===== src/rtl/irq_pkg.sv =====
// Shared constants for the interrupt controller: source count, FSM states
// and register map.
package irq_pkg;

    localparam int N_SRC = 7;

    typedef enum logic [1:0] {
        IDLE    = 2'd0,
        REQUEST = 2'd1,
        SERVICE = 2'd2
    } state_e;

    localparam logic [1:0] ADDR_MASK      = 2'd0;
    localparam logic [1:0] ADDR_PENDING   = 2'd1;
    localparam logic [1:0] ADDR_INSERVICE = 2'd2;
    localparam logic [1:0] ADDR_RSVD      = 2'd3;

endpackage


===== src/rtl/irq_sync.sv =====
// Per-source synchronizer chain plus a one-flop rising-edge detector.
module irq_sync #(
    parameter int SYNC_STAGES = 2
) (
    input  logic clk,
    input  logic rst,
    input  logic src_i,
    output logic rise_o
);

    logic [SYNC_STAGES-1:0] sync_q;
    logic                   edge_q;

    // Edge flop resets low, so a line held high through reset yields one edge.
    always_ff @(posedge clk) begin
        if (rst) begin
            sync_q <= '0;
            edge_q <= 1'b0;
        end else begin
            sync_q <= {sync_q[SYNC_STAGES-2:0], src_i};
            edge_q <= sync_q[SYNC_STAGES-1];
        end
    end

    assign rise_o = sync_q[SYNC_STAGES-1] & ~edge_q;

endmodule


===== src/rtl/irq_controller.sv =====
// Edge-triggered interrupt controller: fixed priority, single in-service
// interrupt, MASK / PENDING (W1C) / INSERVICE register access.
module irq_controller #(
    parameter int N_SRC       = irq_pkg::N_SRC,
    parameter int SYNC_STAGES = 2
) (
    input  logic             clk,
    input  logic             rst,
    input  logic [N_SRC-1:0] irq_src,
    input  logic             reg_we,
    input  logic [1:0]       reg_addr,
    input  logic [N_SRC-1:0] reg_wd,
    output logic [N_SRC-1:0] reg_rd,
    input  logic             irq_ack,
    input  logic             irq_eoi,
    output logic [2:0]       IRQ
);

    import irq_pkg::*;

    logic [N_SRC-1:0] rise;
    logic [N_SRC-1:0] mask_q, mask_d;
    logic [N_SRC-1:0] pend_q, pend_d;
    logic [N_SRC-1:0] insvc_q;
    logic [N_SRC-1:0] elig, win_oh, clr;
    logic [2:0]       win_q, win_idx, irq_q;
    logic             any_elig, ack_ok, eoi_ok, win_live;
    logic             wr_mask, wr_pend;
    state_e           state_q;

    for (genvar g = 0; g < N_SRC; g++) begin : g_sync
        irq_sync #(.SYNC_STAGES(SYNC_STAGES)) u_sync (
            .clk    (clk),
            .rst    (rst),
            .src_i  (irq_src[g]),
            .rise_o (rise[g])
        );
    end

    assign elig = pend_q & mask_q;

    // Ascending scan: the last hit is the highest index, i.e. the winner.
    always_comb begin
        any_elig = 1'b0;
        win_idx  = '0;
        for (int i = 0; i < N_SRC; i++) begin
            if (elig[i]) begin
                any_elig = 1'b1;
                win_idx  = 3'(i);
            end
        end
    end

    always_comb begin
        win_oh         = '0;
        win_oh[win_q]  = 1'b1;
    end

    assign ack_ok  = (state_q == REQUEST) && irq_ack;
    assign eoi_ok  = (state_q == SERVICE) && irq_eoi;
    assign wr_mask = reg_we && (reg_addr == ADDR_MASK);
    assign wr_pend = reg_we && (reg_addr == ADDR_PENDING);

    // A fresh edge overrides a same-cycle clear (ack or W1C).
    assign mask_d   = wr_mask ? reg_wd : mask_q;
    assign clr      = (wr_pend ? reg_wd : '0) | (ack_ok ? win_oh : '0);
    assign pend_d   = (pend_q & ~clr) | rise;
    assign win_live = |(mask_d & pend_d & win_oh);

    always_ff @(posedge clk) begin
        if (rst) begin
            mask_q <= '0;
            pend_q <= '0;
        end else begin
            mask_q <= mask_d;
            pend_q <= pend_d;
        end
    end

    always_ff @(posedge clk) begin
        if (rst) begin
            state_q <= IDLE;
            irq_q   <= '0;
            win_q   <= '0;
            insvc_q <= '0;
        end else begin
            case (state_q)
                IDLE: begin
                    if (any_elig) begin
                        win_q   <= win_idx;
                        irq_q   <= win_idx + 3'd1;
                        state_q <= REQUEST;
                    end else begin
                        irq_q   <= '0;
                    end
                end
                REQUEST: begin
                    if (ack_ok) begin
                        insvc_q <= win_oh;
                        irq_q   <= '0;
                        state_q <= SERVICE;
                    end else if (!win_live) begin
                        irq_q   <= '0;
                        state_q <= IDLE;
                    end
                end
                SERVICE: begin
                    irq_q <= '0;
                    if (eoi_ok) begin
                        insvc_q <= '0;
                        state_q <= IDLE;
                    end
                end
                default: begin
                    irq_q   <= '0;
                    state_q <= IDLE;
                end
            endcase
        end
    end

    always_comb begin
        reg_rd = '0;
        case (reg_addr)
            ADDR_MASK:      reg_rd = mask_q;
            ADDR_PENDING:   reg_rd = pend_q;
            ADDR_INSERVICE: reg_rd = insvc_q;
            default:        reg_rd = '0;
        endcase
    end

    assign IRQ = irq_q;

endmodule


===== config.mk =====
export PLATFORM = sky130hd
export DESIGN_NAME = irq_controller
export DESIGN_NICKNAME = d
export VERILOG_FILES = /design/src/rtl/irq_pkg.sv /design/src/rtl/irq_sync.sv /design/src/rtl/irq_controller.sv
export SDC_FILE = /design/constraint.sdc
export NUM_CORES = 1
export LEC_CHECK = 0
export ABC_CLOCK_PERIOD_IN_PS = 5400
export CORE_UTILIZATION = 56
export CTS_CLUSTER_DIAMETER = 60
export DETAILED_ROUTE_END_ITERATION = 6
export PLACE_DENSITY_LB_ADDON = 0.1
export SLEW_MARGIN = 20
export SYNTH_ARGS = -nofsm -noshare
export SYNTH_HDL_FRONTEND = slang
export SYNTH_SLANG_ARGS = --single-unit

===== constraint.sdc =====
create_clock -name clk -period 5.4 [get_ports clk]
set_input_delay 1.08 -clock clk [delete_from_list [all_inputs] [get_ports clk]]
set_output_delay 1.08 -clock clk [all_outputs]
set_load 0.02 [all_outputs]

==> summary.md, run 1 <==
| Metric | Value |
|---|---|
| Port Buf Inserts | `30` |
| Pin count of the biggest net entering global routing | `48` |
| Logic gate share of total power | `0.083` |
| Antenna Nets Post-Route | `0` |
| Gp weighted congestion | `0.859` |
| Final setup vio count | `0` |
| FF+latch count, synth | `50` |
| Fmax | `0.228 GHz` |
| Critical path class | `input pin to primary output` |
| Placed insts | `305` |
| Via density per instance | `5.95` |
| Tmin final | `4.38 ns` |
| CTS tree | `yes` |
| Post-synth top area share | `0.444` |
| Commonest non-fill, non-tap cell in the layout | `dfxtp_1` |
| Synth unique cells | `42` |
| Core area | `0.00377 mm²` |
| Number of global-route vias before repair | `1846` |
| CTS buffer count | `5` |
| Fin Clk Skew | `0.0105 ns` |
| Ant. Diodes | `0` |
| Hpwl dp | `3.45 mm` |
| Site Rows | `22` |
| Int Pwr | `596 µW` |
| Later-pin clock latency in the skew report | `0.30 ns` |
| EDFF count, synth | `0` |
| Sw Ratio | `0.213` |
| Share of cells above drive strength 1 | `0.0906` |
| Hold Buf Count CTS | `0` |
| Root buffer cell | `clkbuf_8` |
| Critical Path Start Type | `input pin` |
| CTS Sinks | `50` |
| Worst Setup End Kind | `primary output` |
| Post-route setup TNS | `0 ns` |
| Initial antenna violation count | `0` |
| Critical-path cell list | `clkdlybuf4s50_1 -> nor2b_1 -> nand2_1 -> o21ai_0 -> clkdlybuf4s50_1` |
| Static Leakage | `0.000932 µW` |
| Flop pwr share | `0.510` |
| Max cap viols | `0` |
| Critical Path Fanout Max | `13` |
| Max Buffers Root-to-Sink | `2` |
| Arrival @ worst endpoint | `3.30 ns` |
| CP top delay family | `buffers and inverters` |
| DRC viols | `0` |
| Switching power | `162 µW` |
| Post-synthesis sequential area ratio | `0.444` |
| Fin. Hold Viols | `0` |
| Final Util | `0.720` |
| Overall Global Routing Usage | `0.262` |
| Pwr/cell area | `279 mW/mm²` |
| Max Slew Vio Count | `0` |
| Final Hold Slack | `0.442 ns` |
| Top cells by area, synth | `dfxtp_1, nor2b_1, mux2i_1` |
| Pre-antenna DRT Iters | `5` |
| Critical path's most frequent cell | `clkdlybuf4s50_1` |
| Synth area leader | `dfxtp_1` |
| Final wirelength | `4.87 mm` |
| Wire per inst | `15.6 µm` |
| Starting Density | `0.598` |
| CP max stage cell | `clkdlybuf4s50_1` |
| Status | `completed` |
| Clock Power Share | `0.406` |
| Slowest Stage Delay on Critical Path | `0.74 ns` |
| RSZ-0062 raised after global routing | `no` |
| Synth Cell Area | `0.00226 mm²` |
| Syn Inst Count | `236` |
| GR Overflow Total | `0` |
| Setup bufs post-CTS | `0` |
| First-pass GRT wire length | `8.51 mm` |
| Peak supply drop | `0.000234 V` |
| Clock-pin transition on the worst setup and hold timing paths | `0.09 ns` |
| Post-synth net total | `258` |
| Yosys warning count | `0` |
| Ys flop type | `dfxtp_1` |
| I/O pins | `31` |
| Min-delay worst type | `register to register` |
| Die Area | `0.00429 mm²` |
| Layout Cells excl Fill | `313` |
| Req. time, crit path | `4.32 ns` |
| FFs w/ async S/R, synth | `0` |
| Area grow syn2layout | `20.3%` |
| Final period utilization | `0.812` |
| Crit path buffers/inverters | `2` |
| Die Ht | `65.5 µm` |
| Die W | `65.5 µm` |
| Total power | `758 µW` |
| Iteration-0 DRC Markers | `143` |
| PostCTS Resize Cnt | `0` |
| Total Nets Final | `286` |
| Worst rel slew slack | `0.485` |
| Via count | `1861` |
| Most frequent cells in the layout | `dfxtp_1, clkdlybuf4s50_1, nand2_1` |
| Htree depth | `2` |
| Syn Area/Cell | `9.56 µm²` |
| Worst slew pin tran | `0.771 ns` |
cells by family after synthesis:
kind of cell	Yosys count	share of synthesized area
adders and majority gates	1	0.00555
DFF	50	0.444
buffers and inverters	15	0.0311
AOI/OAI and AO/OA	53	0.201
muxes	16	0.0710
xor gates and xnor gates	1	0.00388
and+or+nand+nor	100	0.244
power by group through the flow:
stage | registers [µW] | logic [µW] | clock network (µW)
after global routing | 388 | 68.3 | 328
after floorplan | 393 | 36.8 | 0
after detailed placement | 395 | 62.2 | 0
after global placement | 395 | 61.5 | 0
final | 387 | 63.0 | 308
after CTS | 387 | 62.9 | 314
state kept, by name, indices dropped and copies added, names as in the netlist:
signal                count
g_sync.u_sync.sync_q     14
g_sync.u_sync.edge_q      7
insvc_q                   7
mask_q                    7
pend_q                    7
IRQ                       3
win_q                     3
state_q                   2
Yosys cell counts (all sizes together), types with 3 or more instances:
master,n
mux2i,16
nand4b,4
a21oi,18
a2111oi,4
o221ai,3
a211oi,3
inv,4
o21ai,9
nor2b,27
nand2b,6
buf,4
clkbuf,7
or2b,3
nor2,16
nor4,4
a22oi,6
nand2,28
dfxtp,50
final timing paths:
check | slack (ns) | cells past startpoint | end | from
worst max-delay path | 1.02 | 5 | reg_rd[6] | reg_addr[1]
worst min-delay path | 0.44 | 1 | g_sync[1].u_sync.sync_q[1] | g_sync[1].u_sync.sync_q[0]
worst max register to register | 3.15 | 5 | IRQ[0] | win_q[1]
worst min register to register | 0.44 | 1 | g_sync[1].u_sync.sync_q[1] | g_sync[1].u_sync.sync_q[0]
layout make-up:
type	count	area, µm²
Multi-Input combinational cell	171	1180
Fill cell	297	1060
Sequential cell	50	1000
Timing Repair Buffer	32	315
Clock buffer	5	68.8
Clock inverter	3	68.8
Tap cell	48	60.1
Inverter	4	15.0
metal layers:
metal  share of wire  global-route usage  vias to the layer above
met1            0.45               0.346                      882
met3           0.062              0.0451                        8
met4           0.020               0.114                        0
li1                -                   -                      897
met2            0.47               0.418                       74
met5               0                   0                        -
per-stage QoR:
stage          instance area (µm²)  setup WS, ns
2_1_floorplan                 2260          2.46
3_3_place_gp                  2580          1.18
3_5_place_dp                  2580          1.08
4_1_cts                       2710          1.04
5_1_grt                       2710         0.878
6_report                      2710          1.02
No activity file was read; power rests on OpenSTA's default activity.
==> run 2: changes to the inputs <==
- ABC_CLOCK_PERIOD_IN_PS: 5400 -> 3900
- CORE_UTILIZATION: 56 -> 49
- clock period: 5.4 -> 3.9 ns (I/O delays scaled with it)
==> run 2 against run 1 <==
Sequential share of layout area is essentially flat. Wire length grew 1.0%. Hold slack is essentially flat. Highest routed layer unchanged. Setup slack lost 0.50 ns. Largest power group unchanged. Clock power grew 20%. Cell count grew 2.2%. Sequential cell count is the same. Critical endpoint unchanged. Critical path type unchanged.
==> summary.md, run 2 (same netlist as run 1, synthesis figures left out) <==
| Metric | Value |
|---|---|
| Status | `completed (unchanged)` |
| Fin Clk Skew | `0.00848 ns (was 0.0105 ns)` |
| PostCTS Resize Cnt | `0 (unchanged)` |
| Tmin final | `3.38 ns` |
| Iteration-0 DRC Markers | `130 (was 143)` |
| Final period utilization | `0.868` |
| Worst slew pin tran | `0.771 ns (about the same)` |
| Fillers | `402 (was 297)` |
| Reg with most FFs | `g_sync.u_sync.sync_q (unchanged)` |
| Max Slew Vio Count | `0 (unchanged)` |
| Hpwl dp | `3.53 mm (was 3.45 mm)` |
| Final setup vio count | `0 (unchanged)` |
| I/O pins | `31 (unchanged)` |
| Pwr/cell area | `367 mW/mm² (was 279 mW/mm²)` |
| Antenna Nets Post-Route | `0 (unchanged)` |
| Starting Density | `0.515 (was 0.598)` |
| Commonest non-fill, non-tap cell in the layout | `dfxtp_1 (unchanged)` |
| Hold Buf Count CTS | `0 (unchanged)` |
| Clock-pin transition on the worst setup and hold timing paths | `0.09 ns (about the same)` |
| Initial antenna violation count | `0 (unchanged)` |
| CP max stage cell | `clkdlybuf4s50_1 (unchanged)` |
| DRC viols | `0 (unchanged)` |
| Via density per instance | `5.60 (was 5.95)` |
| Worst Slack Setup Final | `0.517 ns (was 1.02 ns)` |
| Die W | `69.9 µm (was 65.5 µm)` |
| Area of the multi-input gates | `0.00118 mm² (unchanged)` |
| Overall Global Routing Usage | `0.215 (was 0.262)` |
| Final Hold Slack | `0.441 ns (was 0.442 ns)` |
| CTS buffer count | `5 (unchanged)` |
| Ant. Diodes | `0 (unchanged)` |
| Total power | `996 µW (was 758 µW)` |
| Static Leakage | `0.000937 µW (was 0.000932 µW)` |
| Worst Setup End Kind | `primary output (unchanged)` |
| Pre-antenna DRT Iters | `4 (was 5)` |
| Req. time, crit path | `3.12 ns (was 4.32 ns)` |
| Via count | `1792 (was 1861)` |
| Root buffer cell | `clkbuf_8 (unchanged)` |
| Final wirelength | `4.92 mm (was 4.87 mm)` |
| Fmax | `0.296 GHz` |
| Arrival @ worst endpoint | `2.60 ns (was 3.30 ns)` |
| Die Ht | `69.9 µm (was 65.5 µm)` |
| Placed insts | `312 (was 305)` |
| RSZ-0062 raised after global routing | `no (unchanged)` |
| CTS tree | `yes (unchanged)` |
| Layout Cells excl Fill | `320 (was 313)` |
| Pin count of the biggest net entering global routing | `19 (was 48)` |
| Area grow syn2layout | `20.4% (was 20.3%)` |
| Critical-path cell list | `clkdlybuf4s50_1 -> nor2b_1 -> nand2_1 -> o21ai_0 -> clkdlybuf4s50_1 (unchanged)` |
| Fin. Hold Viols | `0 (unchanged)` |
| Share of cells above drive strength 1 | `0.101 (was 0.0906)` |
| Min-delay worst type | `register to register (unchanged)` |
| Wire per inst | `15.4 µm (was 15.6 µm)` |
| Max cap viols | `0 (unchanged)` |
| Gp weighted congestion | `0.853 (was 0.859)` |
| Critical Path Fanout Max | `8 (was 13)` |
| Critical Path Start Type | `input pin (unchanged)` |
| Register area | `0.00100 mm² (unchanged)` |
| Number of flip-flops in the largest register | `14 (unchanged)` |
| Slowest Stage Delay on Critical Path | `0.63 ns (was 0.74 ns)` |
| Port Buf Inserts | `30 (unchanged)` |
| CTS Sinks | `50 (unchanged)` |
| Core area | `0.00438 mm² (was 0.00377 mm²)` |
| Worst rel slew slack | `0.486 (was 0.485)` |
| Total Nets Final | `289 (was 286)` |
| Max Buffers Root-to-Sink | `2 (unchanged)` |
| Peak supply drop | `0.000244 V (was 0.000234 V)` |
| Post-route setup TNS | `0 ns (unchanged)` |
| Number of global-route vias before repair | `1685 (was 1846)` |
| Htree depth | `2 (unchanged)` |
| Critical path's most frequent cell | `clkdlybuf4s50_1 (unchanged)` |
| GR Overflow Total | `0 (unchanged)` |
| Critical path class | `input pin to primary output (unchanged)` |
| Later-pin clock latency in the skew report | `0.31 ns (was 0.30 ns)` |
| First-pass GRT wire length | `8.22 mm (was 8.51 mm)` |
| Placement Setup Slack | `0.520 ns (was 1.08 ns)` |
| Most frequent cells in the layout | `dfxtp_1, clkdlybuf4s50_1, nand2_1 (unchanged)` |
| Setup bufs post-CTS | `0 (unchanged)` |
| Die Area | `0.00488 mm² (was 0.00429 mm²)` |
| Site Rows | `24 (was 22)` |
run 2: path summary, 6_finish.rpt:
path / depth (start not counted) / from / slack, ns / end
max: 5 / reg_addr[0] / 0.52 / reg_rd[6]
min: 1 / g_sync[3].u_sync.sync_q[0] / 0.44 / g_sync[3].u_sync.sync_q[1]
max reg2reg: 5 / win_q[1] / 1.64 / IRQ[1]
min reg2reg: 1 / g_sync[3].u_sync.sync_q[0] / 0.44 / g_sync[3].u_sync.sync_q[1]
run 2: report_power, final:
group	switching, µW	internal [µW]
sequential	10.1	525
clock	179	192
combinational	43.7	45.2
total	233	763
run 2: final cells by class:
cell class              instances  area share
flip-flops and latches         50       0.368
clock buffers                   5      0.0253
clock inverters                 3      0.0161
repair buffers                 35       0.124
inverters                       4     0.00553
well taps                      52      0.0240
multi-input cells             171       0.436
run 2: layer usage:
metal,up-vias,track usage,part of all wire
li1,903,-,-
met1,836,0.297,0.49
met2,44,0.334,0.45
met3,9,0.0462,0.046
met4,0,0.0756,0.018
met5,-,0,0
run 2: stage by stage:
stage	util	instance area, µm²
after detailed placement	0.594	2600
after floorplan	-	2260
after global routing	0.620	2720
after CTS	0.620	2720
after global placement	0.594	2600
final	0.620	2720
run 2: worst max-delay path: cells and delay by family:
kind | cells | cell delay (ns)
AO/OA/AOI/OAI | 1 | 0.10
AND/OR/NAND/NOR | 2 | 0.62
buffers and inverters | 2 | 1.10
